--- src/rtl/async_fifo_rd_ctrl.sv ---
// Read-side controller of the asynchronous FIFO: write-pointer synchronizer, read pointers,
// RAM read issue and a 2-entry first-word-fall-through output buffer.
module async_fifo_rd_ctrl #(
  parameter int ADDR_WIDTH  = 4,
  parameter int DATA_WIDTH  = 8,
  parameter int SYNC_STAGES = 2
) (
  input  logic                  clk,
  input  logic                  rst,
  input  logic [ADDR_WIDTH:0]   wr_ptr_gray,
  output logic [ADDR_WIDTH:0]   rd_ptr_gray,
  output logic                  mem_ren,
  output logic [ADDR_WIDTH-1:0] mem_raddr,
  input  logic [DATA_WIDTH-1:0] mem_rdata,
  output logic [DATA_WIDTH-1:0] dout,
  output logic                  dout_valid,
  input  logic                  dout_ready,
  output logic                  empty,
  output logic [ADDR_WIDTH:0]   rd_level
);

  localparam int PW = ADDR_WIDTH + 1;

  logic [PW-1:0]         sync_q [SYNC_STAGES];
  logic [PW-1:0]         sync_d [SYNC_STAGES];
  logic [PW-1:0]         rd_ptr_bin_q, rd_ptr_bin_d;
  logic [PW-1:0]         rd_ptr_gray_q, rd_ptr_gray_d;
  logic [DATA_WIDTH-1:0] buf_q [2];
  logic [DATA_WIDTH-1:0] buf_d [2];
  logic [1:0]            occ_q, occ_d;
  logic                  inflight_q, inflight_d;

  logic [PW-1:0]         wq_ptr_gray;
  logic [PW-1:0]         wq_ptr_bin;
  logic [PW-1:0]         rd_ptr_bin_nxt;
  logic                  ram_empty;
  logic                  pop;
  logic                  ren;
  logic [2:0]            credit;

  always_comb begin
    sync_d[0] = wr_ptr_gray;
    for (int i = 1; i < SYNC_STAGES; i++) begin
      sync_d[i] = sync_q[i-1];
    end
  end

  always_comb begin
    wq_ptr_gray        = sync_q[SYNC_STAGES-1];
    wq_ptr_bin         = '0;
    wq_ptr_bin[PW-1]   = wq_ptr_gray[PW-1];
    for (int i = PW - 2; i >= 0; i--) begin
      wq_ptr_bin[i] = wq_ptr_bin[i+1] ^ wq_ptr_gray[i];
    end
  end

  // Words already buffered or on their way back must leave room for the one being issued.
  always_comb begin
    ram_empty      = (rd_ptr_gray_q == wq_ptr_gray);
    pop            = (occ_q != 2'd0) & dout_ready;
    credit         = {1'b0, occ_q} + {2'b00, inflight_q} - {2'b00, pop};
    ren            = !rst & !ram_empty & (credit < 3'd2);
    rd_ptr_bin_nxt = rd_ptr_bin_q + {{(PW-1){1'b0}}, 1'b1};
    rd_ptr_bin_d   = rd_ptr_bin_q;
    rd_ptr_gray_d  = rd_ptr_gray_q;
    if (ren) begin
      rd_ptr_bin_d  = rd_ptr_bin_nxt;
      rd_ptr_gray_d = rd_ptr_bin_nxt ^ (rd_ptr_bin_nxt >> 1);
    end
    inflight_d = ren;
  end

  always_comb begin
    buf_d[0] = buf_q[0];
    buf_d[1] = buf_q[1];
    occ_d    = occ_q;
    unique case ({pop, inflight_q})
      2'b10: begin
        buf_d[0] = buf_q[1];
        occ_d    = occ_q - 2'd1;
      end
      2'b01: begin
        if (occ_q == 2'd0) buf_d[0] = mem_rdata;
        else               buf_d[1] = mem_rdata;
        occ_d = occ_q + 2'd1;
      end
      2'b11: begin
        if (occ_q == 2'd1) begin
          buf_d[0] = mem_rdata;
        end else begin
          buf_d[0] = buf_q[1];
          buf_d[1] = mem_rdata;
        end
      end
      default: ;
    endcase
  end

  always_ff @(posedge clk) begin
    if (rst) begin
      for (int i = 0; i < SYNC_STAGES; i++) sync_q[i] <= '0;
      rd_ptr_bin_q  <= '0;
      rd_ptr_gray_q <= '0;
      buf_q[0]      <= '0;
      buf_q[1]      <= '0;
      occ_q         <= 2'd0;
      inflight_q    <= 1'b0;
    end else begin
      for (int i = 0; i < SYNC_STAGES; i++) sync_q[i] <= sync_d[i];
      rd_ptr_bin_q  <= rd_ptr_bin_d;
      rd_ptr_gray_q <= rd_ptr_gray_d;
      buf_q[0]      <= buf_d[0];
      buf_q[1]      <= buf_d[1];
      occ_q         <= occ_d;
      inflight_q    <= inflight_d;
    end
  end

  assign rd_ptr_gray = rd_ptr_gray_q;
  assign mem_ren     = ren;
  assign mem_raddr   = rd_ptr_bin_q[ADDR_WIDTH-1:0];
  assign dout        = buf_q[0];
  assign dout_valid  = (occ_q != 2'd0);
  assign empty       = ram_empty & !inflight_q & (occ_q == 2'd0);
  assign rd_level    = wq_ptr_bin - rd_ptr_bin_q;

endmodule

--- config.mk ---
export PLATFORM = sky130hd
export DESIGN_NAME = async_fifo_rd_ctrl
export DESIGN_NICKNAME = d
export VERILOG_FILES = /design/src/rtl/async_fifo_rd_ctrl.sv
export SDC_FILE = /design/constraint.sdc
export NUM_CORES = 1
export LEC_CHECK = 0
export ABC_AREA = 0
export BUFFER_PORTS_ARGS = -buffer_cell sky130_fd_sc_hd__buf_2
export CAP_MARGIN = 10
export CORE_MARGIN = 4
export CORE_UTILIZATION = 50
export CTS_BUF_LIST = sky130_fd_sc_hd__clkbuf_8
export DETAILED_ROUTE_END_ITERATION = 8
export PLACE_DENSITY = 0.74
export SKIP_LAST_GASP = 1
export SYNTH_ARGS = -nofsm -noshare
export SYNTH_HDL_FRONTEND = slang
export SYNTH_SLANG_ARGS = --single-unit
--- constraint.sdc ---
create_clock -name clk -period 6.1 [get_ports clk]
set_clock_uncertainty 0.15 [all_clocks]
set_input_delay 1.22 -clock clk [delete_from_list [all_inputs] [get_ports clk]]
set_output_delay 1.22 -clock clk [all_outputs]
set_load 0.01 [all_outputs]
==> results of run 1 <==
state kept, by name, indices dropped and copies added, names as in the netlist:
register      flops
buf_q            16
inflight_q        1
occ_q             2
rd_ptr_bin_q      5
rd_ptr_gray       4
sync_q           10
through the flow:
step	utilization [%]	power, mW	cell area [um^2]	hold WS [ns]	setup slack (ns)
floorplan	-	0.781	2040	0.264	1.90
global placement	58.0	0.888	2200	0.267	1.59
detailed placement	58.0	0.899	2200	0.278	1.52
CTS	60.2	1.07	2290	0.294	1.51
global route	60.2	1.16	2290	0.300	1.34
finish	60.2	1.06	2290	0.291	1.51
layout make-up:
cell class              count  area, um^2  share of cell area, %
repair buffers             40         200                   8.76
flip-flops and latches     38         761                   33.3
well taps                  48        60.1                   2.63
inverters                  12        45.0                   1.97
clock buffers               6        82.6                   3.61
multi-input cells         161        1140                   49.8
cell families (layout without fill, tap and decap cells):
group,after synthesis,count (layout)
AO/OA/AOI/OAI,42,42
XOR/XNOR,21,21
adder cells (fa/ha/maj),10,10
buffers and inverters,28,58
flip-flops,38,38
multiplexers,16,16
AND/OR/NAND/NOR,72,72
critical path, cell delays in order:
cell	delay (ns)
sky130_fd_sc_hd__buf_2	0.13
sky130_fd_sc_hd__nand2b_1	0.12
sky130_fd_sc_hd__ha_1	0.35
sky130_fd_sc_hd__nand2b_1	0.18
sky130_fd_sc_hd__fa_1	0.48
sky130_fd_sc_hd__nand2b_1	0.06
sky130_fd_sc_hd__nor2_1	0.25
sky130_fd_sc_hd__o21ai_2	0.21
sky130_fd_sc_hd__inv_1	0.08
sky130_fd_sc_hd__buf_2	0.12
layer usage:
metal / global-route usage, % / share of wire (%)
met5: 0 / 0
met4: 6.26 / 1.7
met3: 5.33 / 4.8
met2: 24.9 / 44
met1: 21.8 / 49
how the worst min path moves through the flow:
stage,slack [ns],cells past startpoint,end,from
after detailed placement,0.28,1,sync_q[0][8],sync_q[0][3]
after floorplan,0.26,1,sync_q[0][5],sync_q[0][0]
after CTS,0.29,1,sync_q[0][8],sync_q[0][3]
final,0.29,1,sync_q[0][7],sync_q[0][2]
after global routing,0.30,1,sync_q[0][7],sync_q[0][2]
after global placement,0.27,1,sync_q[0][5],sync_q[0][0]
power groups by stage:
stage,Combinational [mW],Sequential [mW],Clock (mW)
detailed placement,0.540,0.359,0
global placement,0.531,0.357,0
finish,0.539,0.353,0.167
CTS,0.545,0.353,0.174
floorplan,0.433,0.349,0
global route,0.613,0.362,0.186
cells in the final DEF (no fill, tap or decap), types with 2 or more instances in the layout:
cell | synthesis | final
sky130_fd_sc_hd__buf_2 | 0 | 40
sky130_fd_sc_hd__dfxtp_1 | 38 | 38
sky130_fd_sc_hd__nand2_1 | 23 | 23
sky130_fd_sc_hd__nor2_1 | 22 | 22
sky130_fd_sc_hd__mux2i_1 | 15 | 15
sky130_fd_sc_hd__xnor2_1 | 11 | 11
sky130_fd_sc_hd__nand2b_1 | 11 | 11
sky130_fd_sc_hd__inv_1 | 11 | 11
sky130_fd_sc_hd__a21oi_1 | 11 | 11
sky130_fd_sc_hd__nor2b_1 | 11 | 11
sky130_fd_sc_hd__xor2_1 | 10 | 10
sky130_fd_sc_hd__o21a_1 | 8 | 8
sky130_fd_sc_hd__a311oi_1 | 8 | 8
sky130_fd_sc_hd__ha_1 | 8 | 8
sky130_fd_sc_hd__clkbuf_8 | 0 | 6
sky130_fd_sc_hd__o211ai_1 | 3 | 3
sky130_fd_sc_hd__a21o_1 | 2 | 2
sky130_fd_sc_hd__and3_1 | 2 | 2
sky130_fd_sc_hd__fa_1 | 2 | 2
==> metrics.md, run 1 <==
| Metric | Value |
|---|---|
| Async set-or-reset flop fraction in the synthesized netlist | `0%` |
| Number of antenna diodes | `0` |
| Post-synthesis xor/xnor area fraction | `9.03%` |
| Most numerous cell in the Yosys netlist | `sky130_fd_sc_hd__dfxtp_1` |
| Vias after detailed routing | `~1.5k` |
| Run status | `finished, final reports clean` |
| Setup slack of the most critical reg-to-reg path | `roughly 2.9 ns` |
| Mux cell area share after synthesis | `7.92%` |
| Largest cells by area after synthesis | `sky130_fd_sc_hd__dfxtp_1, sky130_fd_sc_hd__mux2i_1, sky130_fd_sc_hd__ha_1` |
| First-iteration detailed-routing DRC count | `110` |
| Startpoint-to-endpoint class of the critical path | `primary input to primary output` |
| Switching portion of total power | `slightly above 40%` |
| Critical Path Sink | `mem_ren` |
| Clock tree from TritonCTS | `built` |
| Final setup TNS | `0 ns` |
| Cell variety after synth | `35` |
| Antenna Nets Post-Route | `0` |
| Worst-Margin Slew | `around 0.84 ns` |
| Number of buffers added by the clock tree synthesis step | `5` |
| Count of final hold-check violations | `0` |
| Number of standard-cell rows in the floorplan | `22` |
| Pwr/cell area | `~460 nW/um^2` |
| Count of buffers from port buffering | `40` |
| TritonCTS Sinks | `38` |
| Logic gate share of total power | `around half` |
| Signed area change from the synthesized netlist to the final layout | `12.2%` |
| Number of nets in the finished design | `284` |
| GRT Total Usage | `between 15 and 20%` |
| Area fraction in and, or, nand and nor cells after synthesis | `between 10% and 20%` |
| LEAKAGE | `between 1 and 1.5 nW` |
| Via count of the first global-routing pass | `between 1k and 1.5k` |
| Part of the power in registers | `approximately a third` |
| Dominant combinational cell family by area after synthesis | `simple AND/OR/NAND/NOR gates` |
| Syn nets | `approximately 250` |
| Clock transition at the registers of the reported paths | `approximately 0.060 ns` |
| Period minus WS final | `4.59 ns` |
| Clock latency at the later pin of the worst-skew pair | `0.29 ns` |
| Aggregate global routing overflow | `0` |
| Synthesis-stage register bit count | `38` |
| Die H | `between 70 and 80 um` |
| Worst reg2reg path startpoint | `occ_q[1]` |
| Number of I/O pins | `between 40 and 50` |
| Critical Path Source Type | `primary input` |
| Critical Path AT | `about 3.2 ns` |
| Maximum level of the CTS H-tree | `2` |
| Cell count after synthesis | `around 230` |
| Pin count of the biggest net entering global routing | `40` |
| FILL cells | `between 300 and 400` |
| Source of the critical timing path | `dout_ready` |
| Internal portion of total power | `around 620 uW` |
| Most instantiated cells after synthesis | `sky130_fd_sc_hd__dfxtp_1, sky130_fd_sc_hd__nand2_1, sky130_fd_sc_hd__nor2_1` |
| Path depth of the worst reg2reg path | `10` |
| Critical path fanouts, max | `8` |
| Arithmetic-cell share of the synthesized area counting full adders, half adders and majority gates | `about 6.9%` |
| Endpoint of the worst register-to-register path | `rd_ptr_bin_q[1]` |
| Endpoint type of the worst setup path | `primary output` |
| Share of synthesized area occupied by flip-flops and latches | `between 30 and 40%` |
| Count of flip-flops with a built-in enable after synthesis | `0` |
| Placed wire-length estimate | `2.80 mm` |
| Initial cell density of the core | `between 50% and 60%` |
| Global placement routability congestion | `approximately 0.8` |
| Type of the worst min-delay path | `flop to flop` |
| Global-route wire length before repair | `between 6 and 7 mm` |
| Critical path data required time | `4.73 ns` |
| Max_cap viols | `0` |
| Post-synth top area share | `37.3%` |
| Warnings from Yosys | `0` |
| Die X | `between 70 and 80 um` |
| Crit share post-route | `between 70% and 80%` |
| Primary flip-flop cell chosen by synthesis mapping | `sky130_fd_sc_hd__dfxtp_1` |
| Share of the synthesized area in compound gates (AO/OA/AOI/OAI) | `around 15%` |
| Detailed-route wire length per cell | `about 13 um` |
| Layout cell share with drive strength beyond 1 | `between 10% and 20%` |
| Total placed cells including tap cells | `approximately 300` |
| Bufs on Longest Clock Path | `2` |
| Number of cells upsized or downsized after cts | `0` |
| Number of hold-repair buffers added at the cts stage | `0` |
| Root Buffer Master | `sky130_fd_sc_hd__clkbuf_8` |
| Detailed Routing Iterations Pass 1 | `4` |
| Worst vdd ir | `0.319 mV` |
| Power dissipated by switching net loads | `approximately 440 uW` |
| DRC violations left | `0` |
| Part of the total power dissipated in the clock network | `about 16%` |
| Number of antenna violations at the first check in global routing | `0` |
| Final WL | `3.97 mm` |
| Setup repair bufs after CTS | `0` |
| Setup-failing EPs final | `0` |
| Post-synthesis average cell area | `8.97 um^2` |
| Highest achievable clock rate | `between 0.2 and 0.25 GHz` |
| Core Footprint | `between 3000 and 4000 um^2` |
| Max_slew headroom | `a little over two fifths` |
| RSZ-0062 raised after global routing | `no` |
| Synth area leader | `sky130_fd_sc_hd__dfxtp_1` |
| Die area | `just over 5000 um^2` |
| Post-synthesis instance area | `a little over 2000 um^2` |
| Count of placed standard cells in the final layout, fillers left out | `roughly 310` |
| Max-slew violations | `0` |
| Routed vias/inst | `around 5.0` |
No activity file was read; power rests on OpenSTA's default activity.
==> inputs of run 2 (changes only) <==
==> constraint.sdc (replaced) <==
create_clock -name clk -period 4.8 [get_ports clk]
set_clock_uncertainty 0.15 [all_clocks]
set_input_delay 0.96 -clock clk [delete_from_list [all_inputs] [get_ports clk]]
set_output_delay 0.96 -clock clk [all_outputs]
set_load 0.01 [all_outputs]
==> metrics.md, run 2 (synthesized netlist as in run 1, its figures left out) <==
| Metric | Value |
|---|---|
| Run status | `finished, final reports clean` |
| Flip-flop count of the largest register, all copies and words added | `16 (unchanged)` |
| Number of cells on the worst hold path | `1 (unchanged)` |
| Die X | `71.8 um (unchanged)` |
| Die area | `5160 um^2 (unchanged)` |
| Critical path fanouts, max | `14 (+6)` |
| Worst vdd ir | `0.421 mV (+32%)` |
| Period minus WS final | `about 4.2 ns` |
| Via count of the first global-routing pass | `1448 (+0.069%)` |
| Clock latency at the later pin of the worst-skew pair | `0.29 ns (about the same)` |
| TritonCTS Sinks | `38 (unchanged)` |
| RSZ-0062 raised after global routing | `no` |
| Pin count of the biggest net entering global routing | `40 (unchanged)` |
| Signed area change from the synthesized netlist to the final layout | `12.7%` |
| Number of antenna violations at the first check in global routing | `0 (unchanged)` |
| Most frequent cells in the layout | `sky130_fd_sc_hd__buf_2, sky130_fd_sc_hd__dfxtp_1, sky130_fd_sc_hd__nand2_1, sky130_fd_sc_hd__nor2_1, sky130_fd_sc_hd__mux2i_1` |
| Initial cell density of the core | `53.6% (unchanged)` |
| Layout cell share with drive strength beyond 1 | `20.1% (+0.23 points)` |
| Endpoint of the worst register-to-register path | `rd_ptr_bin_q[1]` |
| Maximum level of the CTS H-tree | `2 (unchanged)` |
| LEAKAGE | `1.02 nW (+0.92%)` |
| Final setup TNS | `0 ns (unchanged)` |
| Antenna Nets Post-Route | `0 (unchanged)` |
| Commonest non-fill, non-tap cell in the layout | `sky130_fd_sc_hd__buf_2` |
| Number of cells upsized or downsized after cts | `0 (unchanged)` |
| Clock tree from TritonCTS | `built` |
| Max_slew headroom | `48.9% (+5.1 points)` |
| Count of buffers from port buffering | `40 (unchanged)` |
| Stage delay of the slowest cell on the critical path | `0.48 ns (about the same)` |
| Final worst hold slack | `0.288 ns (-0.00352 ns)` |
| Number of nets in the finished design | `284 (unchanged)` |
| Number of I/O pins | `41 (unchanged)` |
| Bufs on Longest Clock Path | `2 (unchanged)` |
| HP Start | `sync_q[0][3]` |
| Setup-failing EPs final | `0 (unchanged)` |
| Aggregate global routing overflow | `0 (unchanged)` |
| Clock transition at the registers of the reported paths | `0.07 ns (about the same)` |
| GRT Total Usage | `16.1% (-0.37 points)` |
| Setup repair bufs after CTS | `0 (unchanged)` |
| Worst-Margin Slew | `0.767 ns (-0.0765 ns)` |
| Max_cap viols | `0 (unchanged)` |
| Critical path data required time | `3.69 ns (-1.04 ns)` |
| First-iteration detailed-routing DRC count | `88 (-20%)` |
| Crit-path slowest cell | `sky130_fd_sc_hd__fa_1` |
| Core Footprint | `3800 um^2 (unchanged)` |
| Root Buffer Master | `sky130_fd_sc_hd__clkbuf_8` |
| Register bank with the most flops | `buf_q` |
| Crit share post-route | `around nine tenths` |
| Startpoint-to-endpoint class of the critical path | `flop to primary output` |
| Number of buffers added by the clock tree synthesis step | `5 (unchanged)` |
| Endpoint type of the worst setup path | `primary output` |
| Crit-path cells | `inv_1, ha_1, nand2b_1, ha_1, nand2b_1, fa_1, nand2b_1, nor2_1, o21ai_2, inv_1, buf_2` |
| Count of final hold-check violations | `0 (unchanged)` |
| Number of antenna diodes | `0 (unchanged)` |
| Detailed Routing Iterations Pass 1 | `5 (+1)` |
| Detailed-route wire length per cell | `12.2 um (-6.2%)` |
| Die H | `71.8 um (unchanged)` |
| Max-slew violations | `0 (unchanged)` |
| Hold worst-path end | `sync_q[0][8]` |
| Pwr/cell area | `587 nW/um^2 (+27%)` |
| Number of standard-cell rows in the floorplan | `22 (unchanged)` |
| Highest achievable clock rate | `between 0.2 and 0.25 GHz` |
| Critical Path Source Type | `flop` |
| Most Frequent Cell on Critical Path | `sky130_fd_sc_hd__nand2b_1` |
| DRC violations left | `0 (unchanged)` |
| Number of hold-repair buffers added at the cts stage | `0 (unchanged)` |
| Routed vias/inst | `5.08 (+1.2%)` |
| Type of the worst min-delay path | `flop to flop` |
| Final WL | `3.75 mm (-5.6%)` |
| Setup slack of the most critical reg-to-reg path | `1.60 ns (-1.26 ns)` |
| Global-route wire length before repair | `6.61 mm (+0.64%)` |
| Placed wire-length estimate | `2.71 mm (-3.3%)` |
| Vias after detailed routing | `1561 (+1.9%)` |
| Registers with the most flip-flops | `buf_q: 16 flops, sync_q: 10 flops, rd_ptr_bin_q: 5 flops` |
| Worst reg2reg path startpoint | `occ_q[1]` |
| Critical Path AT | `3.13 ns (-0.09 ns)` |
| Global placement routability congestion | `0.762 (-5.6%)` |
| Path depth of the worst reg2reg path | `10 (unchanged)` |
-- run 2: worst max-delay path by stage --
stage          slack [ns]        from       to
2_1_floorplan        1.12  dout_ready  mem_ren
3_3_place_gp         0.81  dout_ready  mem_ren
3_5_place_dp         0.75  dout_ready  mem_ren
4_1_cts              0.53    occ_q[1]  mem_ren
5_1_grt              0.34    occ_q[1]  mem_ren
6_report             0.56    occ_q[1]  mem_ren
-- run 2: stage by stage --
step / power (mW) / util [%] / worst slack, ns / instances / area (um^2)
2_1_floorplan: 0.993 / - / 1.12 / 227 / 2040
3_3_place_gp: 1.13 / 58.0 / 0.806 / 299 / 2200
3_5_place_dp: 1.14 / 58.0 / 0.746 / 299 / 2200
4_1_cts: 1.36 / 60.4 / 0.534 / 307 / 2290
5_1_grt: 1.47 / 60.4 / 0.338 / 307 / 2290
6_report: 1.35 / 60.4 / 0.556 / 307 / 2290
-- run 2: layout make-up --
| type | instances | area, um^2 |
|---|---|---|
| Timing Repair Buffer | 40 | 200 |
| Tap cell | 48 | 60.1 |
| Inverter | 12 | 45.0 |
| Sequential cell | 38 | 761 |
| Clock buffer | 6 | 82.6 |
| Fill cell | 346 | 1500 |
| Multi-Input combinational cell | 161 | 1140 |
| Clock inverter | 2 | 8.76 |
-- run 2: critical path, delay by kind of cell (launching register included) --
family / cells / cell delay [ns]
AO/OA/AOI/OAI: 1 / 0.21
adder cells (fa/ha/maj): 3 / 1.17
buffers and inverters: 3 / 0.28
flip-flops: 1 / 0.41
AND/OR/NAND/NOR: 4 / 0.75
-- run 2: power by group --
group | total (mW) | internal, mW | switching [mW] | leakage [nW]
combinational | 0.680 | 0.296 | 0.384 | 0.655
clock | 0.218 | 0.114 | 0.105 | 0.0524
sequential | 0.449 | 0.382 | 0.0667 | 0.311
total | 1.35 | 0.791 | 0.555 | 1.02
-- run 2: metal layers --
| layer | part of all wire (%) | global-route usage, % | vias to the layer above |
|---|---|---|---|
| met1 | 51 | 22.3 | 707 |
| met4 | 1.6 | 6.05 | 0 |
| met2 | 42 | 23.7 | 34 |
| met5 | 0 | 0 | - |
| li1 | - | - | 814 |
| met3 | 5.6 | 4.49 | 6 |
==> inputs of run 3 (changes only) <==
--- a/config.mk
+++ b/config.mk
@@ -8,10 +8,11 @@
 export ABC_AREA = 0
 export BUFFER_PORTS_ARGS = -buffer_cell sky130_fd_sc_hd__buf_2
 export CAP_MARGIN = 10
-export CORE_MARGIN = 4
+export CORE_MARGIN = 5
 export CORE_UTILIZATION = 50
 export CTS_BUF_LIST = sky130_fd_sc_hd__clkbuf_8
 export DETAILED_ROUTE_END_ITERATION = 8
+export GPL_TIMING_DRIVEN = 0
 export PLACE_DENSITY = 0.74
 export SKIP_LAST_GASP = 1
 export SYNTH_ARGS = -nofsm -noshare
==> metrics.md, run 3 (synthesized netlist as in run 1, its figures left out) <==
| Metric | Value |
|---|---|
| Run status | `finished, final reports clean` |
| Final WL | `4.18 mm (+11%)` |
| Final setup TNS | `0 ns (unchanged)` |
| Number of logic stages on the critical path including buffering | `10 (-1)` |
| Antenna Nets Post-Route | `0 (unchanged)` |
| Number of cells upsized or downsized after cts | `0 (unchanged)` |
| Die area | `5450 um^2 (+5.6%)` |
| TritonCTS Sinks | `38 (unchanged)` |
| Crit-path cells | `buf_2, nand2b_1, ha_1, nand2b_1, fa_1, nand2b_1, nor2_1, o21ai_2, inv_1, buf_2` |
| Layout cell share with drive strength beyond 1 | `22.5% (+2.5 points)` |
| First-iteration detailed-routing DRC count | `99 (+13%)` |
| Aggregate global routing overflow | `0 (unchanged)` |
| Detailed Routing Iterations Pass 1 | `4 (-1)` |
| Most frequent cells in the layout | `sky130_fd_sc_hd__buf_2, sky130_fd_sc_hd__dfxtp_1, sky130_fd_sc_hd__nand2_1, sky130_fd_sc_hd__nor2_1, sky130_fd_sc_hd__mux2i_1` |
| Type of the worst min-delay path | `flop to flop` |
| HP Start | `sync_q[0][2]` |
| Number of buffers added by the clock tree synthesis step | `5 (unchanged)` |
| Setup-failing EPs final | `0 (unchanged)` |
| Max_cap viols | `0 (unchanged)` |
| Die X | `73.8 um (+2.8%)` |
| Global-route wire length before repair | `6.84 mm (+3.4%)` |
| Critical Path AT | `2.98 ns (-0.15 ns)` |
| CP Buf/Inv Count | `3 (unchanged)` |
| Die H | `73.8 um (+2.8%)` |
| Commonest non-fill, non-tap cell in the layout | `sky130_fd_sc_hd__buf_2` |
| Worst-Margin Slew | `0.749 ns (-0.0181 ns)` |
| Register bank with the most flops | `buf_q` |
| Highest achievable clock rate | `0.244 GHz (+3.7%)` |
| Clock tree from TritonCTS | `built` |
| Pwr/cell area | `602 nW/um^2 (+2.6%)` |
| Critical path fanouts, max | `8 (-6)` |
| Number of hold-repair buffers added at the cts stage | `0 (unchanged)` |
| Sum of routed wire segments on met1 | `1.97 mm (+4.0%)` |
| Number of nets in the finished design | `300 (+5.6%)` |
| Registers with the most flip-flops | `buf_q: 16 flops, sync_q: 10 flops, rd_ptr_bin_q: 5 flops` |
| Endpoint of the worst register-to-register path | `rd_ptr_bin_q[1]` |
| Met2 wire length | `1.89 mm (+19%)` |
| Critical path data required time | `3.69 ns (about the same)` |
| Placed wire-length estimate | `2.93 mm (+8.3%)` |
| Number of I/O pins | `41 (unchanged)` |
| Routed wl met3 | `233 um (+11%)` |
| Detailed-route wire length per cell | `12.9 um (+5.3%)` |
| Pin count of the biggest net entering global routing | `13 (-68%)` |
| Crit-path slowest cell | `sky130_fd_sc_hd__fa_1` |
| RSZ-0062 raised after global routing | `no` |
| Most Frequent Cell on Critical Path | `sky130_fd_sc_hd__nand2b_1` |
| Number of antenna diodes | `0 (unchanged)` |
| Max_slew headroom | `50.1% (+1.2 points)` |
| GRT Total Usage | `16.3% (+0.21 points)` |
| Worst reg2reg path startpoint | `occ_q[1]` |
| Design Power | `1.45 mW (+7.6%)` |
| Root Buffer Master | `sky130_fd_sc_hd__clkbuf_8` |
| Worst vdd ir | `0.280 mV (-34%)` |
| Stage delay of the slowest cell on the critical path | `0.48 ns (about the same)` |
| Clock latency at the later pin of the worst-skew pair | `0.29 ns (about the same)` |
| Crit share post-route | `85.3% (-3.1 points)` |
| Initial cell density of the core | `51.3% (-2.3 points)` |
| Clock transition at the registers of the reported paths | `0.07 ns (about the same)` |
| Hold worst-path end | `sync_q[0][7]` |
| Global placement routability congestion | `0.835 (+9.6%)` |
| Via count of the first global-routing pass | `1532 (+5.8%)` |
| Count of buffers from port buffering | `40 (unchanged)` |
| Crit path max-delay family | `adder cells` |
| Flip-flop count of the largest register, all copies and words added | `16 (unchanged)` |
| Count of final hold-check violations | `0 (unchanged)` |
| LEAKAGE | `1.08 nW (+6.0%)` |
| Setup slack of the most critical reg-to-reg path | `1.76 ns (+0.16 ns)` |
| Endpoint type of the worst setup path | `primary output` |
| Period minus WS final | `4.09 ns (-0.151 ns)` |
| Uppermost signal routing layer after detailed routing | `met4` |
| Core Footprint | `3970 um^2 (+4.5%)` |
| Vias after detailed routing | `1639 (+5.0%)` |
| Signed area change from the synthesized netlist to the final layout | `18.2%` |
| Startpoint-to-endpoint class of the critical path | `primary input to primary output` |
| Number of standard-cell rows in the floorplan | `23 (+4.5%)` |
| DRC violations left | `0 (unchanged)` |
| Path depth of the worst reg2reg path | `10 (unchanged)` |
| Routed vias/inst | `5.04 (-0.82%)` |
| Setup repair bufs after CTS | `0 (unchanged)` |
| Bufs on Longest Clock Path | `2 (unchanged)` |
| Critical Path Source Type | `primary input` |
| Number of cells on the worst hold path | `1 (unchanged)` |
| Maximum level of the CTS H-tree | `2 (unchanged)` |
| Number of antenna violations at the first check in global routing | `0 (unchanged)` |
| Max-slew violations | `0 (unchanged)` |
## run 3: worst max path at each step
stage / startpoint / endpoint
after floorplan: dout_ready / mem_ren
after global placement: dout_ready / mem_ren
after detailed placement: dout_ready / mem_ren
after CTS: dout_ready / mem_ren
after global routing: sync_q[0][8] / rd_level[4]
final: dout_ready / mem_ren
## run 3: metal layers
metal | track usage, % | vias to the layer above
li1 | - | 848
met1 | 21.4 | 747
met2 | 25.2 | 37
met3 | 3.83 | 7
met4 | 7.65 | 0
met5 | 0 | -
## run 3: area by class of cell
| class | instances | area, um^2 |
|---|---|---|
| plain buffers | 16 | 93.8 |
| fillers | 351 | 1560 |
| clock inverters | 3 | 40.0 |
| inverters | 12 | 45.0 |
| clock buffers | 5 | 68.8 |
| flip-flops and latches | 38 | 761 |
| well taps | 50 | 62.6 |
| multi-input cells | 161 | 1140 |
| repair buffers | 40 | 200 |
## run 3: per-stage QoR
step | hold WS, ns | instances | cell area, um^2 | worst slack, ns | utilization [%]
after global routing | 0.313 | 325 | 2410 | 0.496 | 60.6
after detailed placement | 0.276 | 317 | 2300 | 0.721 | 57.9
after CTS | 0.294 | 325 | 2410 | 0.716 | 60.6
after floorplan | 0.264 | 227 | 2040 | 1.12 | -
after global placement | 0.268 | 317 | 2300 | 0.732 | 57.9
final | 0.285 | 325 | 2410 | 0.707 | 60.6
## run 3: power by group
group	total [mW]	leakage [nW]	internal (mW)	switching, mW
Sequential	0.440	0.311	0.382	0.0575
Clock	0.265	0.0579	0.153	0.112
Combinational	0.746	0.710	0.331	0.415
Total	1.45	1.08	0.866	0.584
